## src/rtl/top_module_pkg.sv

```systemverilog
`default_nettype none
// +------------------------------------------------------------------+
// | Package : top_module_pkg                                          |
// | Purpose : Shared sizes and opcode encodings for the single-step   |
// |           instruction executor (decoder, interface and core).     |
// | Rev     : 1.0  initial release                                    |
// +------------------------------------------------------------------+
package top_module_pkg;

  localparam int NREG   = 16;  // general registers
  localparam int NMEM   = 16;  // data memory words
  localparam int DATA_W = 16;  // register / memory / IR width
  localparam int IDX_W  = 4;   // register index and memory address width
  localparam int IMM_W  = 8;   // widest immediate field

  localparam logic [3:0] OP_NOP  = 4'h0;
  localparam logic [3:0] OP_ADD  = 4'h1;
  localparam logic [3:0] OP_SUB  = 4'h2;
  localparam logic [3:0] OP_AND  = 4'h3;
  localparam logic [3:0] OP_OR   = 4'h4;
  localparam logic [3:0] OP_XOR  = 4'h5;
  localparam logic [3:0] OP_SHL  = 4'h6;
  localparam logic [3:0] OP_SHR  = 4'h7;
  localparam logic [3:0] OP_LD   = 4'h8;
  localparam logic [3:0] OP_ST   = 4'h9;
  localparam logic [3:0] OP_ADDI = 4'hA;
  localparam logic [3:0] OP_LDI  = 4'hC;
  localparam logic [3:0] OP_LUI  = 4'hD;

endpackage
`default_nettype wire

```

## src/rtl/top_module_core_if.sv

```systemverilog
`default_nettype none
// +------------------------------------------------------------------+
// | Interface : top_module_core_if                                    |
// | Purpose   : Instruction/step inputs and result/debug outputs of   |
// |             the executor core.                                    |
// |   IR[15:0]        instruction word (master -> core)               |
// |   DCLK            step strobe, level signal (master -> core)      |
// |   WE              one-CLK register-write pulse (core -> master)   |
// |   WADDR[3:0]      last register index written (core -> master)    |
// |   RESULT[15:0]    last register data written (core -> master)     |
// |   INSTR_CNT[15:0] executed step count (core -> master)            |
// | Rev       : 1.0  initial release                                  |
// +------------------------------------------------------------------+
interface top_module_core_if;
  import top_module_pkg::*;

  logic [DATA_W-1:0] IR;
  logic              DCLK;
  logic              WE;
  logic [IDX_W-1:0]  WADDR;
  logic [DATA_W-1:0] RESULT;
  logic [DATA_W-1:0] INSTR_CNT;

  modport master (output IR, DCLK, input WE, WADDR, RESULT, INSTR_CNT);
  modport slave  (input IR, DCLK, output WE, WADDR, RESULT, INSTR_CNT);

endinterface
`default_nettype wire

```

## src/rtl/top_module_core_ir_translate.sv

```systemverilog
`default_nettype none
// +------------------------------------------------------------------+
// | Module  : ir_translate                                            |
// | Purpose : Combinational instruction decoder.                      |
// |   ir_i[15:0]   instruction word                                   |
// |   alu_op_o     opcode selecting the result function               |
// |   rd_o/rs_o/rt_o  register fields                                 |
// |   imm_o[7:0]   immediate (imm4 is its low nibble)                 |
// |   reg_we_o     instruction writes a register                      |
// |   mem_we_o     instruction writes memory (ST)                     |
// |   mem_rd_o     instruction reads memory (LD)                      |
// | Rev     : 1.0  initial release                                    |
// +------------------------------------------------------------------+
module ir_translate
  import top_module_pkg::*;
(
  input  logic [DATA_W-1:0] ir_i,
  output logic [3:0]        alu_op_o,
  output logic [IDX_W-1:0]  rd_o,
  output logic [IDX_W-1:0]  rs_o,
  output logic [IDX_W-1:0]  rt_o,
  output logic [IMM_W-1:0]  imm_o,
  output logic              reg_we_o,
  output logic              mem_we_o,
  output logic              mem_rd_o
);

  always_comb begin
    alu_op_o = ir_i[15:12];
    rd_o     = ir_i[11:8];
    rs_o     = ir_i[7:4];
    rt_o     = ir_i[3:0];
    imm_o    = ir_i[7:0];
    reg_we_o = 1'b0;
    mem_we_o = 1'b0;
    mem_rd_o = 1'b0;
    case (ir_i[15:12])
      OP_ADD, OP_SUB, OP_AND, OP_OR, OP_XOR,
      OP_SHL, OP_SHR, OP_ADDI, OP_LDI, OP_LUI: reg_we_o = 1'b1;
      OP_LD: begin
        reg_we_o = 1'b1;
        mem_rd_o = 1'b1;
      end
      OP_ST:   mem_we_o = 1'b1;
      default: ; // NOP and reserved opcodes: counted, nothing written
    endcase
  end

endmodule
`default_nettype wire

```

## src/rtl/top_module_core.sv

```systemverilog
`default_nettype none
// +------------------------------------------------------------------+
// | Module  : top_module_core                                         |
// | Purpose : Single-step 16-bit instruction executor. One instruction|
// |           from IR executes per rising edge of the DCLK strobe,    |
// |           which is synchronised into the CLK domain.              |
// |   CLK   system clock        RSTn  async active-low reset          |
// |   bus   top_module_core_if.slave (IR, DCLK in; WE, WADDR,         |
// |         RESULT, INSTR_CNT out)                                    |
// | Rev     : 1.0  initial release                                    |
// +------------------------------------------------------------------+
module top_module_core
  import top_module_pkg::*;
(
  input  logic          CLK,
  input  logic          RSTn,
  top_module_core_if.slave bus
);

  logic [3:0]        alu_op;
  logic [IDX_W-1:0]  rd, rs, rt;
  logic [IMM_W-1:0]  imm;
  logic              reg_we, mem_we, mem_rd;

  ir_translate u_translate (
    .ir_i     (bus.IR),
    .alu_op_o (alu_op),
    .rd_o     (rd),
    .rs_o     (rs),
    .rt_o     (rt),
    .imm_o    (imm),
    .reg_we_o (reg_we),
    .mem_we_o (mem_we),
    .mem_rd_o (mem_rd)
  );

  // Synchroniser flops reset to 1 so a DCLK already high at reset
  // release is not mistaken for a fresh rising edge.
  logic d1_q, d2_q, d3_q;
  logic step;
  assign step = d2_q & ~d3_q;

  logic [DATA_W-1:0] regs_q [NREG];
  logic [DATA_W-1:0] mem_q  [NMEM];
  logic              we_q;
  logic [IDX_W-1:0]  waddr_q;
  logic [DATA_W-1:0] result_q;
  logic [DATA_W-1:0] cnt_q;

  logic [DATA_W-1:0] op_a, op_b, op_d;
  logic [IDX_W-1:0]  maddr;
  logic [DATA_W-1:0] result_d;

  always_comb begin
    op_a     = regs_q[rs];
    op_b     = regs_q[rt];
    op_d     = regs_q[rd];
    // Only the low nibble of R[rs]+imm4 addresses memory, so a 4-bit
    // modulo add is exact.
    maddr    = op_a[IDX_W-1:0] + imm[IDX_W-1:0];
    result_d = '0;
    if (mem_rd) begin
      result_d = mem_q[maddr];
    end else begin
      case (alu_op)
        OP_ADD:  result_d = op_a + op_b;
        OP_SUB:  result_d = op_a - op_b;
        OP_AND:  result_d = op_a & op_b;
        OP_OR:   result_d = op_a | op_b;
        OP_XOR:  result_d = op_a ^ op_b;
        OP_SHL:  result_d = op_a << imm[3:0];
        OP_SHR:  result_d = op_a >> imm[3:0];
        OP_ADDI: result_d = op_d + {{(DATA_W-IMM_W){imm[IMM_W-1]}}, imm};
        OP_LDI:  result_d = {{(DATA_W-IMM_W){1'b0}}, imm};
        OP_LUI:  result_d = {imm, op_d[7:0]};
        default: result_d = '0;
      endcase
    end
  end

  always_ff @(posedge CLK or negedge RSTn) begin
    if (!RSTn) begin
      d1_q     <= 1'b1;
      d2_q     <= 1'b1;
      d3_q     <= 1'b1;
      we_q     <= 1'b0;
      waddr_q  <= '0;
      result_q <= '0;
      cnt_q    <= '0;
      for (int i = 0; i < NREG; i++) regs_q[i] <= '0;
      for (int i = 0; i < NMEM; i++) mem_q[i]  <= '0;
    end else begin
      d1_q <= bus.DCLK;
      d2_q <= d1_q;
      d3_q <= d2_q;
      we_q <= 1'b0;
      if (step) begin
        cnt_q <= cnt_q + 1'b1;
        if (reg_we) begin
          regs_q[rd] <= result_d;
          we_q       <= 1'b1;
          waddr_q    <= rd;
          result_q   <= result_d;
        end
        if (mem_we) begin
          mem_q[maddr] <= op_d;
        end
      end
    end
  end

  assign bus.WE        = we_q;
  assign bus.WADDR     = waddr_q;
  assign bus.RESULT    = result_q;
  assign bus.INSTR_CNT = cnt_q;

endmodule
`default_nettype wire

```

## src/flat_wrapper.sv

```systemverilog
// flat-port wrapper written by rule: the top's interface ports become plain ports
module top_module_core_flat import top_module_pkg::*;
  (CLK, RSTn, bus_IR, bus_DCLK, bus_WE, bus_WADDR, bus_RESULT, bus_INSTR_CNT);
  top_module_core_if bus_i ();
  input  logic CLK;
  input  logic RSTn;
  input wire logic [$bits(bus_i.IR)-1:0] bus_IR;
  input wire logic [$bits(bus_i.DCLK)-1:0] bus_DCLK;
  output wire logic [$bits(bus_i.WE)-1:0] bus_WE;
  output wire logic [$bits(bus_i.WADDR)-1:0] bus_WADDR;
  output wire logic [$bits(bus_i.RESULT)-1:0] bus_RESULT;
  output wire logic [$bits(bus_i.INSTR_CNT)-1:0] bus_INSTR_CNT;
  assign bus_i.IR = bus_IR;
  assign bus_i.DCLK = bus_DCLK;
  assign bus_WE = bus_i.WE;
  assign bus_WADDR = bus_i.WADDR;
  assign bus_RESULT = bus_i.RESULT;
  assign bus_INSTR_CNT = bus_i.INSTR_CNT;
  top_module_core u_core (.CLK(CLK), .RSTn(RSTn), .bus(bus_i));
endmodule
```

## config.mk

```make
export PLATFORM = sky130hd
export DESIGN_NAME = top_module_core_flat
export DESIGN_NICKNAME = d
export VERILOG_FILES = /design/src/rtl/top_module_pkg.sv /design/src/rtl/top_module_core_if.sv /design/src/rtl/top_module_core_ir_translate.sv /design/src/rtl/top_module_core.sv /design/src/flat_wrapper.sv
export SDC_FILE = /design/constraint.sdc
export NUM_CORES = 1
export LEC_CHECK = 0
export ABC_CLOCK_PERIOD_IN_PS = 6900
export BUFFER_PORTS_ARGS = -buffer_cell sky130_fd_sc_hd__buf_2
export CAP_MARGIN = 20
export CORE_MARGIN = 5
export CORE_UTILIZATION = 30
export DETAILED_ROUTE_END_ITERATION = 7
export GPL_TIMING_DRIVEN = 0
export SETUP_SLACK_MARGIN = 0.15
export SKIP_LAST_GASP = 1
export SYNTH_ARGS = -nofsm -noshare
export SYNTH_HDL_FRONTEND = slang
export SYNTH_SLANG_ARGS = --single-unit
```

## constraint.sdc

```tcl
create_clock -name CLK -period 6.9 [get_ports CLK]
set_input_delay 1.38 -clock CLK [delete_from_list [all_inputs] [get_ports CLK]]
set_output_delay 1.38 -clock CLK [all_outputs]
set_load 0.02 [all_outputs]
```

==> impl_metrics.csv <==
group,metric,value,unit
global_route,first_global_vias,24800,
floorplanning,ios,56,
finish,syn_to_final_growth,14.5,%
global_route,grt_pass1_wl,175,mm
critical_path,crit_type,"input pin to register",
routing,drt_first_pass_iters,6,
critical_path,crit_fanout,10,
finish,regArea,13800,um2
placement,dp.cells,4134,
global_route,grt_max_degree,122,
finish,finish.utilization,34.7,%
min_path,hp-start,"u_core.d1_q$_DFF_PN1_",
cts,h-tree-depth,2,
critical_path,slowest_delay,0.65,ns
power_and_ir_drop,p_leak,0.0161,uW
logic_synthesis,netlist_instances,2663,
min_path,min_path_type,"register to register",
critical_path,cp_common_cell,"buf_2",
global_route,antenna_found_initial,9,
timing,worst_pin_slew,1.22,ns
floorplanning,die_h,340,um
placement,io_buffers,51,
cts,path_clk_slew,0.06,ns
timing,fin_hold_ws,0.357,ns
logic_synthesis,synth_edf_count,0,
logic_synthesis,ys.flop_type,"dfrtp_1",
timing,min_period_over_period,97.3,%
logic_synthesis,synth_area_per_cell,12.2,um2
logic_synthesis,ys_types,73,
floorplanning,rows,120,
routing,wirelength,120,mm
critical_path,critical_path_buf_inv_count,7,
timing,slew_violations,0,
critical_path,crit_path_end_kind,"register",
timing,fin_tns_setup,0,ns
cts,cts_buffer_depth,3,
placement,dp_hpwl,85.5,mm
logic_synthesis,synth-async-reset-ratio,100,%
timing,fmax,0.149,GHz
routing,viasPerCell,5.85,
logic_synthesis,ys_ff_latch,552,
routing,dr.first_iter.drc_count,2890,
routing,vias,25000,
critical_path,slowest_stage,"mux4_2",
timing,hold_viol_final,0,
floorplanning,die_area,115000,um2
critical_path,reg2reg_from,"u_core.regs_q[0]$_DFFE_PN0P_",
finish,final_net_count,2901,
cts,cts_root_buf,"clkbuf_16",
critical_path,start_kind,"input pin",
critical_path,arrival,7.20,ns
global_route,grt-ovfl-total,0,
logic_synthesis,syn_nets,2754,
job,cap_violations,0,
cts,clkSinkCount,552,
timing,fin_crit,6.72,ns
critical_path,worstPathRequired,7.38,ns
routing,drcViolationCount,0,
timing,layout_setup_ws,0.184,ns
run_status,outcome,"finished, final reports clean",
floorplanning,start_util,30.3,%
timing,finalSetupViolCount,0,
routing,detail_route.wl_per_cell,28.2,um
finish,fin_cells,4264,
power_and_ir_drop,ir_drop,0.000179,V
timing,rsz0062_at_grt,"no",
logic_synthesis,ys_warn_count,0,
power_and_ir_drop,p_per_area,300,nW/um2
floorplanning,die_w,340,um
cts,cts_tree,"yes",
timing,relSlewSlack,19.0,%
timing,clock_skew,0.0513,ns
placement,place_ws,-2.12,ns
logic_synthesis,syn_area,32600,um2
cts,cts_buffers,59,
cts,clkLatencyLatePin,0.65,ns
placement,place_congestion,0.967,
routing,antenna_left,0,
critical_path,crit_start,"bus_IR[9]",
logic_synthesis,synth_seq_area_share,42.4,%
critical_path,cpLargestDelayFamily,"buffers and inverters",
finish,drive_above_1_share,32.4,%
critical_path,crit_chain,"clkbuf_1 -> clkbuf_2 -> buf_2 -> buf_2 -> mux4_2 -> mux4_2 -> clkbuf_1 -> ha_1 -> and3_1 -> and3_1 -> nand3_1 -> nand3_1 -> o41ai_2 -> o21ai_0 -> xor2_1 -> a211oi_4 -> buf_12 -> buf_2 -> a21oi_1",
global_route,gr-usage-all-layers,20.4,%
finish,multi_input_area,17800,um2
floorplanning,core_area,108000,um2
finish,fillers,10700,
[report_power, final]
| group | internal [uW] | leakage [uW] | switching [uW] |
|---|---|---|---|
| clock network | 1930 | 0.000991 | 1360 |
| logic | 1600 | 0.00776 | 2240 |
| registers | 3660 | 0.00736 | 403 |
[area by class of cell]
type / instances / share of cell area, %
Sequential cell: 552 / 37.0
Clock inverter: 24 / 0.755
Antenna cell: 5 / 0.0335
Tap cell: 1403 / 4.71
Inverter: 45 / 0.456
Timing Repair Buffer: 89 / 2.03
Buffer: 209 / 2.82
Multi-Input combinational cell: 1854 / 47.6
Clock buffer: 83 / 4.55
[synth_stat cells (6+ instances only)]
library cell / instances / area share, %
mux2i_1: 62 / 1.9
nand2b_1: 14 / 0.27
a21oi_2: 8 / 0.22
o21ai_0: 120 / 1.8
clkbuf_1: 137 / 1.6
buf_2: 29 / 0.45
buf_1: 24 / 0.28
a31oi_1: 31 / 0.60
xor2_1: 12 / 0.32
nand2_1: 184 / 2.1
mux2_2: 301 / 10
dfrtp_1: 549 / 42
nor3_1: 31 / 0.48
inv_1: 43 / 0.50
a221oi_1: 24 / 0.65
buf_6: 11 / 0.38
nor2b_1: 18 / 0.35
a22oi_1: 23 / 0.53
and3_1: 10 / 0.19
xnor2_1: 42 / 1.1
nand3_1: 32 / 0.49
o21bai_1: 6 / 0.14
a21o_1: 11 / 0.25
ha_1: 69 / 2.7
buf_4: 11 / 0.25
nor2_1: 248 / 2.9
nand4_1: 6 / 0.12
or3_1: 8 / 0.15
a21oi_1: 192 / 3.0
o211ai_1: 13 / 0.30
mux4_2: 294 / 20
[registers in the layout, indices dropped and copies added, names as in the netlist]
name and cells:
u_core.d2_q 1, u_core.d3_q 1, u_core.regs_q 256, u_core.bus.RESULT 16, u_core.bus.WADDR 4, u_core.bus.WE 1
u_core.bus.INSTR_CNT 16, u_core.mem_q 256, u_core.d1_q 1
[metrics by stage]
| step | total power (uW) | area, um2 |
|---|---|---|
| floorplan | 6480 | 32600 |
| global placement | 7670 | 34600 |
| detailed placement | 7750 | 34900 |
| CTS | 11100 | 37100 |
| global route | 11700 | 37300 |
| finish | 11200 | 37300 |
[placed cells by master, fill, tap and decap left out, drive strengths merged, types with 32 or more instances in the layout]
| master | count |
|---|---|
| xnor2 | 42 |
| inv | 47 |
| nand3 | 32 |
| nand2 | 184 |
| nor2 | 248 |
| clkbuf | 217 |
| mux2i | 62 |
| o21ai | 125 |
| dfrtp | 549 |
| ha | 69 |
| buf | 164 |
| a21oi | 202 |
| nor3 | 36 |
| mux2 | 301 |
| mux4 | 294 |
[logic make-up (layout without fill, tap and decap cells)]
family / count (synthesis) / after routing / synth area share (%)
simple gates: 579 / 579 / 7.76
xor+xnor: 55 / 55 / 1.52
mux: 657 / 657 / 32.6
compound gates: 491 / 491 / 9.37
fa+ha+maj: 72 / 72 / 2.83
flops: 552 / 552 / 42.4
other cells: 0 / 5 / 0
buf+inv: 257 / 450 / 3.45
[layer usage]
| metal | GRT usage, % | wire length, um |
|---|---|---|
| met1 | 26.9 | 47300 |
| met2 | 31.8 | 54400 |
| met3 | 5.10 | 12200 |
| met4 | 8.95 | 6460 |
| met5 | 0 | 11 |
[final timing paths]
kind | to | slack, ns | cells past startpoint
worst max-delay path | u_core.regs_q[190]$_DFFE_PN0P_ | 0.18 | 19
worst min-delay path | u_core.d2_q$_DFF_PN1_ | 0.36 | 0
worst max register to register | u_core.regs_q[190]$_DFFE_PN0P_ | 1.42 | 15
worst min register to register | u_core.d2_q$_DFF_PN1_ | 0.36 | 0
max in group asynchronous | u_core.bus.WADDR[3]$_DFFE_PN0P_ | 4.31 | 4
min in group asynchronous | u_core.mem_q[166]$_DFFE_PN0P_ | 0.67 | 1
[timing repair]
item                                    4_1_cts  5_1_grt
hold buffers                                  0        0
endpoints found under the setup margin      528      214
buffers inserted                             10        9
pin swaps                                     4        1
gates resized for setup                      73       38
Power figures use the tool's default switching activity.
